**config.mk**
```make
export PLATFORM = sky130hd
export DESIGN_NAME = sub_serial
export DESIGN_NICKNAME = d
export VERILOG_FILES = /design/src/rtl/sub_serial.sv
export SDC_FILE = /design/constraint.sdc
export NUM_CORES = 1
export LEC_CHECK = 0
export ABC_AREA = 1
export BUFFER_PORTS_ARGS = -buffer_cell sky130_fd_sc_hd__buf_2
export CAP_MARGIN = 20
export CORE_AREA = 3 3 47 49
export DETAILED_ROUTE_END_ITERATION = 10
export DIE_AREA = 0 0 50 52
export PLACE_DENSITY = 0.85
export SKIP_CTS_REPAIR_TIMING = 1
export SLEW_MARGIN = 10
export SYNTH_ARGS = -nofsm -noshare
export SYNTH_HDL_FRONTEND = slang
export SYNTH_SLANG_ARGS = --single-unit
```
**constraint.sdc**
```tcl
create_clock -name i_clk -period 2.25 [get_ports i_clk]
set_input_delay 0.3375 -clock i_clk [delete_from_list [all_inputs] [get_ports i_clk]]
set_output_delay 0.3375 -clock i_clk [all_outputs]
set_load 0.01 [all_outputs]
```
**src/rtl/sub_serial.sv**
```systemverilog
// Bit-serial subtractor: o_diff = i_a - i_b - i_bin, LSB first, one full-adder slice plus a carry flop.
// Optional signed-overflow output o_ovf is enabled by defining SUB_SERIAL_OVF_EN.
module sub_serial #(
    parameter int WIDTH = 4
) (
    input  logic             i_clk,
    input  logic             i_rstn,
    input  logic             i_valid,
    output logic             o_ready,
    input  logic [WIDTH-1:0] i_a,
    input  logic [WIDTH-1:0] i_b,
    input  logic             i_bin,
    output logic             o_valid,
    input  logic             i_ready,
    output logic [WIDTH-1:0] o_diff,
    output logic             o_bout
`ifdef SUB_SERIAL_OVF_EN
    ,
    output logic             o_ovf
`endif
);

    localparam int CNT_W = $clog2(WIDTH);

    typedef enum logic [1:0] {
        S_IDLE,
        S_RUN,
        S_DONE
    } state_t;

    state_t             state_q, state_d;
    logic [WIDTH-1:0]   a_q, a_d;
    logic [WIDTH-1:0]   nb_q, nb_d;
    logic [WIDTH-1:0]   res_q, res_d;
    logic [WIDTH-1:0]   diff_q, diff_d;
    logic [CNT_W-1:0]   cnt_q, cnt_d;
    logic               c_q, c_d;
    logic               bout_q, bout_d;
`ifdef SUB_SERIAL_OVF_EN
    logic               ovf_q, ovf_d;
`endif

    logic               sum_bit;
    logic               carry_next;
    logic               last_bit;

    // Subtraction as a + ~b + ~bin: the carry flop is seeded with the inverted borrow-in.
    assign sum_bit    = a_q[0] ^ nb_q[0] ^ c_q;
    assign carry_next = (a_q[0] & nb_q[0]) | (a_q[0] & c_q) | (nb_q[0] & c_q);
    assign last_bit   = (cnt_q == CNT_W'(WIDTH - 1));

    // NOTE: every _d gets its hold value first so no path through the case infers a latch.
    always_comb begin
        state_d = state_q;
        a_d     = a_q;
        nb_d    = nb_q;
        res_d   = res_q;
        cnt_d   = cnt_q;
        c_d     = c_q;
        diff_d  = diff_q;
        bout_d  = bout_q;
`ifdef SUB_SERIAL_OVF_EN
        ovf_d   = ovf_q;
`endif
        case (state_q)
            S_IDLE: begin
                if (i_valid) begin
                    a_d     = i_a;
                    nb_d    = ~i_b;
                    c_d     = ~i_bin;
                    cnt_d   = '0;
                    res_d   = '0;
                    state_d = S_RUN;
                end
            end
            S_RUN: begin
                a_d   = a_q >> 1;
                nb_d  = nb_q >> 1;
                c_d   = carry_next;
                res_d = {sum_bit, res_q[WIDTH-1:1]};
                cnt_d = cnt_q + 1'b1;
                if (last_bit) begin
                    diff_d  = {sum_bit, res_q[WIDTH-1:1]};
                    bout_d  = ~carry_next;
`ifdef SUB_SERIAL_OVF_EN
                    // Carry into the MSB differs from carry out of it exactly on signed overflow.
                    ovf_d   = c_q ^ carry_next;
`endif
                    cnt_d   = '0;
                    state_d = S_DONE;
                end
            end
            S_DONE: begin
                if (i_ready) begin
                    state_d = S_IDLE;
                end
            end
            default: state_d = S_IDLE;
        endcase
    end

    // NOTE: datapath registers are reset too, so an aborted operation leaves no stale result visible.
    always_ff @(posedge i_clk or negedge i_rstn) begin
        if (!i_rstn) begin
            state_q <= S_IDLE;
            a_q     <= '0;
            nb_q    <= '0;
            res_q   <= '0;
            cnt_q   <= '0;
            c_q     <= 1'b0;
            diff_q  <= '0;
            bout_q  <= 1'b0;
`ifdef SUB_SERIAL_OVF_EN
            ovf_q   <= 1'b0;
`endif
        end else begin
            // NOTE: non-blocking assignments so every flop samples pre-edge values.
            state_q <= state_d;
            a_q     <= a_d;
            nb_q    <= nb_d;
            res_q   <= res_d;
            cnt_q   <= cnt_d;
            c_q     <= c_d;
            diff_q  <= diff_d;
            bout_q  <= bout_d;
`ifdef SUB_SERIAL_OVF_EN
            ovf_q   <= ovf_d;
`endif
        end
    end

    assign o_ready = (state_q == S_IDLE);
    assign o_valid = (state_q == S_DONE);
    assign o_diff  = diff_q;
    assign o_bout  = bout_q;
`ifdef SUB_SERIAL_OVF_EN
    assign o_ovf   = ovf_q;
`endif

endmodule

```
======== Yosys cells after proc, flatten, opt, wreduce, memory -nomap -nowiden ========
Index checks and enable logic that the tools add are counted.
operators by class
  add/subtract/negate cells ............... 1
  eq/ne operators ......................... 6
  mux-type cells .......................... 15
  bitwise operators ....................... 10
  reductions and logical operators ........ 5
operators with widths
  cell                   count
  $pmux W4 S2            3
  $mux W4                3
  $mux W2                5
  $pmux W2 S3            1
  $eq A2 B2 Y1 const B   2
  $ne A2 B2 Y1 const B   2
  $not A4 Y4             1
  $pmux W2 S2            1
  $reduce_and A2 Y1      2
  $and A1 B1 Y1          3
  $reduce_and A3 Y1      1
  $add A2 B1 Y2 const B  1
  $eq A2 B1 Y1 const B   1
  $logic_not A2 Y1       1
  $ne A2 B1 Y1 const B   1
  $not A1 Y1             2
  $or A1 B1 Y1           2
  $pmux W1 S2            1
  $reduce_bool A2 Y1     1
  $xor A1 B1 Y1          2
  $mux W1                1
storage, ports and cells
  register bits ........................... 22
  input port bits ......................... 13
  output and inout port bits .............. 7
  word-level logic and storage cells ...... 45

======== Logic depth before layout (Yosys ltp) ========
Gate-level depths: netlist of run 1.
  depth in word-level cells ............... 4
  depth in mapped cells ................... 5
  mapped depth without buffers ............ 5

======== Least setup slack after synthesis of run 1 ========
OpenSTA, ideal clock, no wires.
  kind .................................... reg-to-reg
  start ................................... reg a_q[0]
  end ..................................... reg res_q[3]
  setup time .............................. 127 ps
  arrival time ............................ 1007 ps
  data required time ...................... 2123 ps
  path slack .............................. 1116 ps
  cell stages (with the launch flop) ...... 4
  buffers on the path ..................... 0
  clock period less this slack ............ 1134 ps
  cell sequence ........................... dfrtp_1 inv_1 fa_1 o21ai_0
on the way
  word-level cells in the longest chain between the ends .. 3
RTL lines
  what                         RTL line  text
  start: declaration           32        logic [WIDTH-1:0] a_q, a_d;
  start signal: assignment     106       a_q <= '0;
  start signal: assignment     119       a_q <= a_d;
  $xor A1 B1 Y1 (2 in series)  48        assign sum_bit = a_q[0] ^ nb_q[0] ^ c_q;
  $pmux W4 S2                  65        case (state_q)
  end signal: assignment       121       res_q <= res_d;
  end: declaration             34        logic [WIDTH-1:0] res_q, res_d;
No other way between the ends.
A chain may end at the register's enable or synchronous reset.

======== Worst setup path in the final report of run 1 ========
  start ................................... reg state_q[0]
  end ..................................... out o_ready
on the way
  word-level cells in the longest chain between the ends .. 1
RTL lines
  what                      RTL line  text
  start: declaration        31        state_t state_q, state_d;
  start signal: assignment  118       state_q <= state_d;
  $logic_not A2 Y1          132       assign o_ready = (state_q == S_IDLE);
  end: declaration          9         output logic o_ready,
No other way between the ends.

==> results.json, run 1 <==
{
  "yosys-top-cells-count": "46 x nand2_1, 21 x dfrtp_1, 15 x inv_1",
  "grt_pass1_vias": 707,
  "antenna_found_initial": 0,
  "syn-mean-instance-area_sq_um": 8.59,
  "netlist-cell-type-count": 16,
  "setup_violations": 0,
  "cp-start-kind": "flip-flop",
  "place_congestion": 0.810,
  "floorplan.initialDensity": 0.524,
  "yosysSeqAreaShare": 0.528,
  "drc": 0,
  "hold_violations": 0,
  "die_area_sq_mm": 0.00260,
  "p_leak_nw": 0.641,
  "cts_buffers": 3,
  "row_count": 16,
  "fin_cells": 165,
  "root_buffer": "clkbuf_4",
  "routed_via_density": 4.74,
  "endpoint_kind": "output pin",
  "cts.clk_slew.worst_paths_ns": 0.11,
  "dp_hpwl_um": 1320,
  "clk-insertion-delay-late_ns": 0.30,
  "status": "complete, no violations",
  "power_density_mw_per_mm2": 1370,
  "syn-instance-count": 116,
  "core_area_sq_mm": 0.00190,
  "hold_path_class": "in -> reg",
  "cts_tree": "yes",
  "synth_nets": 131,
  "ir_worst_vdd_uv": 674,
  "cp_max_fo": 13,
  "fp.dieH_um": 52,
  "min_period_over_period": 0.697,
  "post-route-min-period_ns": 1.57,
  "slew_viol_final": 0,
  "syn_to_final_growth_pct": 15.1,
  "ios": 20,
  "yosysWarningCount": 0,
  "slew-limit-headroom": 0.679,
  "ys_ff_latch": 21,
  "tightest_slew_ns": 0.481,
  "grt_pass1_wl_um": 2990,
  "worstPathArrival_ns": 1.23,
  "synth_edf_count": 0,
  "fmax_mhz": 638,
  "cts_buffer_depth": 2,
  "wirelength_um": 1760,
  "vias": 782,
  "yosys.area.top_type": "dfrtp_1",
  "drt_pass1_iterations": 4,
  "grt_usage": 0.155,
  "cp.required_ns": 1.91,
  "grt_overflow_total": 0,
  "cts_sinks": 21,
  "finalClockSkew_ns": 0.00434,
  "maxCapViolCount": 0,
  "tns_ns": 0,
  "synth.most_common_cell": "nand2_1",
  "dp_cells": 160,
  "htreeDepth": 1,
  "antennaDiodeCount": 0,
  "ys.flop_type": "dfrtp_1",
  "post_drt_wl_per_cell_um": 10.7,
  "portBuffers": 19,
  "detail-route-antenna-nets": 0,
  "synth_top_area_share": 0.528,
  "die_w_um": 50,
  "drt_iter0_drc": 12,
  "final_nets": 154,
  "async_flop_share": 1.00,
  "grt_start_max_net_pins": 22,
  "drive_gt1_frac": 0.246,
  "synth_area_sq_um": 996,
  "crit_type": "reg -> out",
  "ys_top_cells_by_area": "dfrtp_1 53%, nand2_1 17%, inv_1 5.7%, nand3_1 5.5%, o21ai_2 4.4%",
  "rsz0062_at_grt": "false"
}
[state kept, by name, summed over array words and instances, names as in the netlist]
name	cells
o_bout	1
nb_q	4
state_q	2
o_diff	4
res_q	3
c_q	1
a_q	4
cnt_q	2
[kinds of logic (layout without fill, tap and decap cells)]
| kind of cell | count (synthesis) | count (layout) | share of synthesized area |
|---|---|---|---|
| compound gates | 11 | 11 | 0.0766 |
| fa+ha+maj | 2 | 2 | 0.0327 |
| buf+inv | 19 | 41 | 0.0791 |
| flops | 21 | 21 | 0.528 |
| simple gates | 63 | 63 | 0.284 |
[stage by stage]
| stage | util | cell area [sq um] | total power (W) | hold WS (ns) | setup WS [ns] |
|---|---|---|---|---|---|
| global placement | 0.584 | 1110 | 0.00138 | 0.306 | 0.991 |
| detailed placement | 0.584 | 1110 | 0.00141 | 0.311 | 0.946 |
| finish | 0.603 | 1150 | 0.00157 | 0.198 | 0.682 |
| CTS | 0.597 | 1140 | 0.00160 | -0.0324 | 0.663 |
| floorplan | - | 996 | 0.00123 | 0.0419 | 1.12 |
| global route | 0.603 | 1150 | 0.00172 | 0.187 | 0.599 |
[final cells by class]
type	count	area, sq um
Inverter	17	63.8
Tap cell	27	33.8
Timing Repair Buffer	20	105
Clock buffer	4	26.3
Fill cell	173	756
Multi-Input combinational cell	76	392
Sequential cell	21	526
[cells in the final DEF, fill, tap and decap left out, drive strengths merged]
cell type    synthesis  final
dfrtp               21     21
nand3               11     11
clkbuf               0      4
o21ai               10     10
inv                 17     17
ha                   1      1
o31ai                1      1
fa                   1      1
dlygate4sd3          0      1
nand2               49     49
nor2                 3      3
buf                  2     19
[metal layers]
layer / track usage / part of all wire / up-vias
li1: - / - / 400
met1: 0.192 / 0.46 / 358
met2: 0.252 / 0.47 / 19
met3: 0.0258 / 0.040 / 5
met4: 0.0968 / 0.024 / 0
met5: 0 / 0 / -
[worst max-delay path, stage by stage, from the launching register on]
cell,delay [ns]
dfrtp_1,0.57
nor2_2,0.21
buf_2,0.15
[report_power, final]
part	internal, W	switching [W]	leakage, nW
clock network	0.0000691	0.000109	0.0150
logic	0.000275	0.000443	0.362
registers	0.000549	0.000127	0.264
total	0.000893	0.000679	0.641
[path summary, 6_finish.rpt]
path | endpoint | slack (ns) | startpoint | cells past startpoint
worst max-delay path | o_ready | 0.68 | state_q[0]$_DFFE_PN0P_ | 2
worst min-delay path | nb_q[3]$_DFFE_PN0P_ | 0.20 | i_b[3] | 2
worst max register to register | o_diff[1]$_DFFE_PN0P_ | 0.94 | state_q[0]$_DFFE_PN0P_ | 5
worst min register to register | o_diff[2]$_DFFE_PN0P_ | 0.49 | o_diff[2]$_DFFE_PN0P_ | 2
max in group asynchronous | a_q[3]$_DFFE_PN0P_ | 1.43 | i_rstn | 2
min in group asynchronous | o_diff[0]$_DFFE_PN0P_ | 0.50 | i_rstn | 2
No activity file was read; power rests on OpenSTA's default activity.
==> run 2, diff against run 1 <==
CORE_AREA = 3 3 51 53   (was 3 3 47 49)
DIE_AREA = 0 0 54 56   (was 0 0 50 52)
PLACE_DENSITY = 0.77   (was 0.85)
clock period = 1.43 ns   (was 2.25 ns; I/O delays follow)
==> run 2 against run 1 <==
  * Count of clock-buffer cells in the layout unchanged
  * Routed wire length up 7.8%
  * Sequential share of layout area down 0.96 points
  * Critical path type unchanged
  * Critical endpoint is now o_valid
  * Largest cell class unchanged
  * Largest power group unchanged
  * Highest routed layer unchanged
==> results.json, run 2 (synthesis results as in run 1) <==
{
  "status": "complete, no violations",
  "drc": 0,
  "worstRegToRegCells": 6,
  "critPathMaxStageDelay_ns": 0.46,
  "finalClockSkew_ns": 0.000867,
  "antennaDiodeCount": 0,
  "crit_chain": "inv_2 > nor2_1 > buf_2",
  "ios": 20,
  "place_ws_ns": 0.215,
  "wl_met2_um": 896,
  "setup_ws_ns": 0.124,
  "die_area_sq_mm": 0.00302,
  "final_cell_mix": "46 x nand2_1, 19 x dfrtp_1, 18 x buf_2",
  "dp_cells": 163,
  "wirelength_um": 1900,
  "drt_iter0_drc": 8,
  "crit_buf_inv": 2,
  "dp_hpwl_um": 1450,
  "vias": 800,
  "drt_pass1_iterations": 4,
  "r2r_setup_slack_ns": 0.19,
  "tightest_slew_ns": 0.479,
  "cp.required_ns": 1.22,
  "cts_buffer_depth": 2,
  "endpoint_kind": "output pin",
  "post_drt_wl_per_cell_um": 11.3,
  "fin_cells": 168,
  "setup_violations": 0,
  "portBuffers": 19,
  "holdPathEnd": "nb_q[3]$_DFFE_PN0P_",
  "power_density_mw_per_mm2": 2180,
  "cts_tree": "yes",
  "final_nets": 156,
  "crit_type": "reg -> out",
  "slew_viol_final": 0,
  "ir_worst_vdd_uv": 1040,
  "die_w_um": 54,
  "hold_violations": 0,
  "routed_via_density": 4.76,
  "floorplan.initialDensity": 0.455,
  "antenna_found_initial": 0,
  "min_period_over_period": 0.913,
  "worstPathArrival_ns": 1.09,
  "grt_usage": 0.150,
  "grt_start_max_net_pins": 22,
  "fp.dieH_um": 56,
  "cts.clk_slew.worst_paths_ns": 0.11,
  "fmax_mhz": 766,
  "htreeDepth": 1,
  "r2r-end": "o_diff[3]$_DFFE_PN0P_",
  "place_congestion": 0.744,
  "mostFrequentLayoutCell": "nand2_1",
  "core_area_sq_mm": 0.00219,
  "grt_overflow_total": 0,
  "wl_met1_um": 858,
  "grt_pass1_wl_um": 3420,
  "min-delay-start": "i_b[3]",
  "wl_met3_um": 102,
  "post-route-min-period_ns": 1.31,
  "slew-limit-headroom": 0.680,
  "syn_to_final_growth_pct": 18.1,
  "cp_max_fo": 6,
  "crit_path_top_delay_cell": "dfrtp_2",
  "drive_gt1_frac": 0.271,
  "row_count": 17,
  "highest_layer": "met4",
  "clk-insertion-delay-late_ns": 0.30,
  "rr_startpoint": "state_q[0]$_DFFE_PN0P_",
  "detail-route-antenna-nets": 0,
  "p_leak_nw": 0.651,
  "hold_depth": 2,
  "cts_sinks": 21,
  "cpLargestDelayFamily": "flip-flops",
  "hold_path_class": "in -> reg",
  "rsz0062_at_grt": "false",
  "grt_pass1_vias": 831,
  "cts_buffers": 3,
  "root_buffer": "clkbuf_4",
  "maxCapViolCount": 0,
  "cp-start-kind": "flip-flop"
}
## run 2: cell count changes in the layout (fill, tap and decap cells not counted), sizes merged
cell,delta
buf,+2
## run 2: per-stage QoR
stage / setup TNS, ns / hold slack [ns] / utilization / area, sq um / total power [W]
after floorplan: 0 / -0.0811 / - / 996 / 0.00194
after global placement: 0 / 0.188 / 0.514 / 1130 / 0.00220
after detailed placement: 0 / 0.198 / 0.514 / 1130 / 0.00227
after CTS: -0.0314 / -0.150 / 0.526 / 1150 / 0.00256
after global routing: 0 / 0.0646 / 0.537 / 1180 / 0.00283
final: 0 / 0.0654 / 0.537 / 1180 / 0.00256
## run 2: final cells by class
cell class                      count  area, sq um
Timing Repair Buffer               22          126
Sequential cell                    21          528
Fill cell                         223         1010
Clock buffer                        4         26.3
Inverter                           17         63.8
Multi-Input combinational cell     76          397
Tap cell                           28         35.0
## run 2: worst max-delay path by stage
stage / from / endpoint / slack [ns] / cells past startpoint
6_report: state_q[1]$_DFFE_PN0P_ / o_valid / 0.12 / 3
5_1_grt: state_q[1]$_DFFE_PN0P_ / o_valid / 0.04 / 3
4_1_cts: state_q[0]$_DFFE_PN0P_ / o_ready / -0.03 / 3
3_5_place_dp: a_q[0]$_DFFE_PN0P_ / res_q[3]$_DFFE_PN0P_ / 0.21 / 3
3_3_place_gp: a_q[0]$_DFFE_PN0P_ / res_q[3]$_DFFE_PN0P_ / 0.29 / 3
2_1_floorplan: a_q[0]$_DFFE_PN0P_ / res_q[3]$_DFFE_PN0P_ / 0.30 / 3
## run 2: metal layers
| layer | global-route usage | up-vias |
|---|---|---|
| li1 | - | 407 |
| met2 | 0.239 | 20 |
| met5 | 0 | - |
| met1 | 0.189 | 368 |
| met3 | 0.0349 | 5 |
| met4 | 0.0641 | 0 |
## run 2: power breakdown
group / internal [W] / leakage [nW] / switching [W] / total [W]
Clock: 0.000109 / 0.0150 / 0.000176 / 0.000285
Combinational: 0.000487 / 0.374 / 0.000723 / 0.00121
Sequential: 0.000870 / 0.262 / 0.000196 / 0.00107
## run 2: worst register-to-register path, delay by kind of cell (launching register included)
family	cells	cell delay, ns
AO/OA/AOI/OAI	1	0.05
buffers and inverters	2	0.18
flip-flops	1	0.51
AND/OR/NAND/NOR	3	0.40
==> run 3, diff against run 2 <==
CELL_PAD_IN_SITES_DETAIL_PLACEMENT = 0   (was unset)
CELL_PAD_IN_SITES_GLOBAL_PLACEMENT = 1   (was unset)
CORE_AREA = 3 3 58 60   (was 3 3 51 53)
DIE_AREA = 0 0 61 63   (was 0 0 54 56)
PLACE_DENSITY = 0.78   (was 0.77)
==> run 3 against run 2 <==
  * First-iteration DRC count rose to 5.5 times the previous value
  * Cell area did not move
  * Sequential power fell by 4%
  * Register-to-register slack improved by 0.05 ns
  * Critical path type unchanged
  * Largest cell class unchanged
  * Core utilization fell by 14 points
  * Clock power fell by 4%
  * Critical path depth did not move
  * Maximum frequency fell by 0.93%
  * Sequential share of layout area fell by 0.21 points
==> results.json, run 3 (synthesis results as in run 1) <==
{
  "endpoint_kind": "output pin",
  "maxCapViolCount": 0,
  "power.internal_w": 0.00146,
  "vias": 778,
  "portBuffers": 19,
  "status": "complete, no violations",
  "power_density_mw_per_mm2": 2150,
  "drt_iter0_drc": 44,
  "floorplan.initialDensity": 0.334,
  "dp_hpwl_um": 1470,
  "worstPathArrival_ns": 1.10,
  "slew-limit-headroom": 0.682,
  "mostFrequentLayoutCell": "nand2_1",
  "fillerInstances": 315,
  "grt_pass1_vias": 779,
  "final_nets": 157,
  "p_sw_frac": 0.423,
  "antennaDiodeCount": 0,
  "drc": 0,
  "min_period_over_period": 0.922,
  "grt_overflow_total": 0,
  "hold_violations": 0,
  "cts.clk_slew.worst_paths_ns": 0.11,
  "power.switching_w": 0.00107,
  "die_w_um": 61,
  "wirelength_um": 1860,
  "timing.hold.ws_ns": 0.0786,
  "grt_usage": 0.114,
  "slew_viol_final": 0,
  "grt_start_max_net_pins": 22,
  "tightest_slew_ns": 0.477,
  "fmax_mhz": 759,
  "row_count": 20,
  "grt_pass1_wl_um": 3330,
  "htreeDepth": 1,
  "cts_buffer_depth": 2,
  "post-route-min-period_ns": 1.32,
  "fp.dieH_um": 63,
  "cts_tree": "yes",
  "power_w": 0.00252,
  "rsz0062_at_grt": "false",
  "crit_type": "reg -> out",
  "clk-insertion-delay-late_ns": 0.29,
  "cp_max_fo": 6,
  "drive_gt1_frac": 0.262,
  "die_area_sq_mm": 0.00384,
  "post_drt_wl_per_cell_um": 10.7,
  "clkPwrFrac": 0.109,
  "cts_buffers": 3,
  "core_area_sq_mm": 0.00298,
  "root_buffer": "clkbuf_4",
  "final_cell_mix": "46 x nand2_1, 21 x dfrtp_1, 19 x buf_2",
  "antenna_found_initial": 0,
  "hold_path_class": "in -> reg",
  "ios": 20,
  "place_congestion": 0.862,
  "cp-start-kind": "flip-flop",
  "detail-route-antenna-nets": 0,
  "tns_ns": 0,
  "dpl-instance-area_sq_mm": 0.00114,
  "setup_violations": 0,
  "ir_worst_vdd_uv": 782,
  "finalClockSkew_ns": 0.00383,
  "p_seq_frac": 0.408,
  "p_comb_frac": 0.483,
  "drt_pass1_iterations": 4,
  "cp.required_ns": 1.22,
  "syn_to_final_growth_pct": 18.1,
  "cts_sinks": 21,
  "stdcell_area_sq_mm": 0.00118,
  "routed_via_density": 4.47,
  "utilization": 0.395,
  "p_leak_nw": 0.656
}
## run 3: cell types whose count changed in the layout (fill, tap and decap cells not counted), sizes merged
cell | before | now
buf | 21 | 22
## run 3: path summary, 6_finish.rpt
path                                   startpoint                    to  slack [ns]  cells after the start
setup / recovery           state_q[1]$_DFFE_PN0P_               o_valid        0.11                      3
hold / removal                             i_b[3]   nb_q[3]$_DFFE_PN0P_        0.08                      2
setup reg to reg               a_q[0]$_DFFE_PN0P_       c_q$_DFFE_PN0P_        0.24                      5
hold reg to reg                o_bout$_DFFE_PN0P_    o_bout$_DFFE_PN0P_        0.48                      2
max in group asynchronous                  i_rstn  res_q[1]$_DFFE_PN0P_        0.71                      2
min in group asynchronous                  i_rstn    o_bout$_DFFE_PN0P_        0.40                      2
## run 3: final cells by class
| class | count | area [sq um] | area share |
|---|---|---|---|
| tap | 33 | 41.3 | 0.0351 |
| multi-input combinational | 76 | 392 | 0.333 |
| timing repair buffer | 23 | 128 | 0.109 |
| inverter | 17 | 63.8 | 0.0543 |
| sequential | 21 | 526 | 0.447 |
| clock buffer | 4 | 26.3 | 0.0223 |
## run 3: critical path, cell delays in order (launching register included)
cell and delay, ns:
dfrtp_1 0.47, inv_2 0.11, nor2_1 0.10, buf_2 0.13
## run 3: metrics by stage
stage	cells	worst slack (ns)
finish	174	0.112
global route	174	0.00280
CTS	173	0.0910
detailed placement	169	0.241
global placement	169	0.257
floorplan	116	0.296
## run 3: power groups by stage
stage                     logic, W  clock network (W)  registers (W)
final                      0.00122           0.000275        0.00103
after global routing       0.00142           0.000331        0.00107
after CTS                  0.00125           0.000290        0.00103
after detailed placement   0.00125                  0        0.00104
after global placement     0.00123                  0        0.00103
after floorplan           0.000896                  0        0.00104
## run 3: layer usage
layer,GRT usage,vias up,routed length [um]
met5,0,-,0
li1,-,407,-
met1,0.157,351,909
met3,0.0269,2,102
met4,0.0407,0,9
met2,0.174,18,841
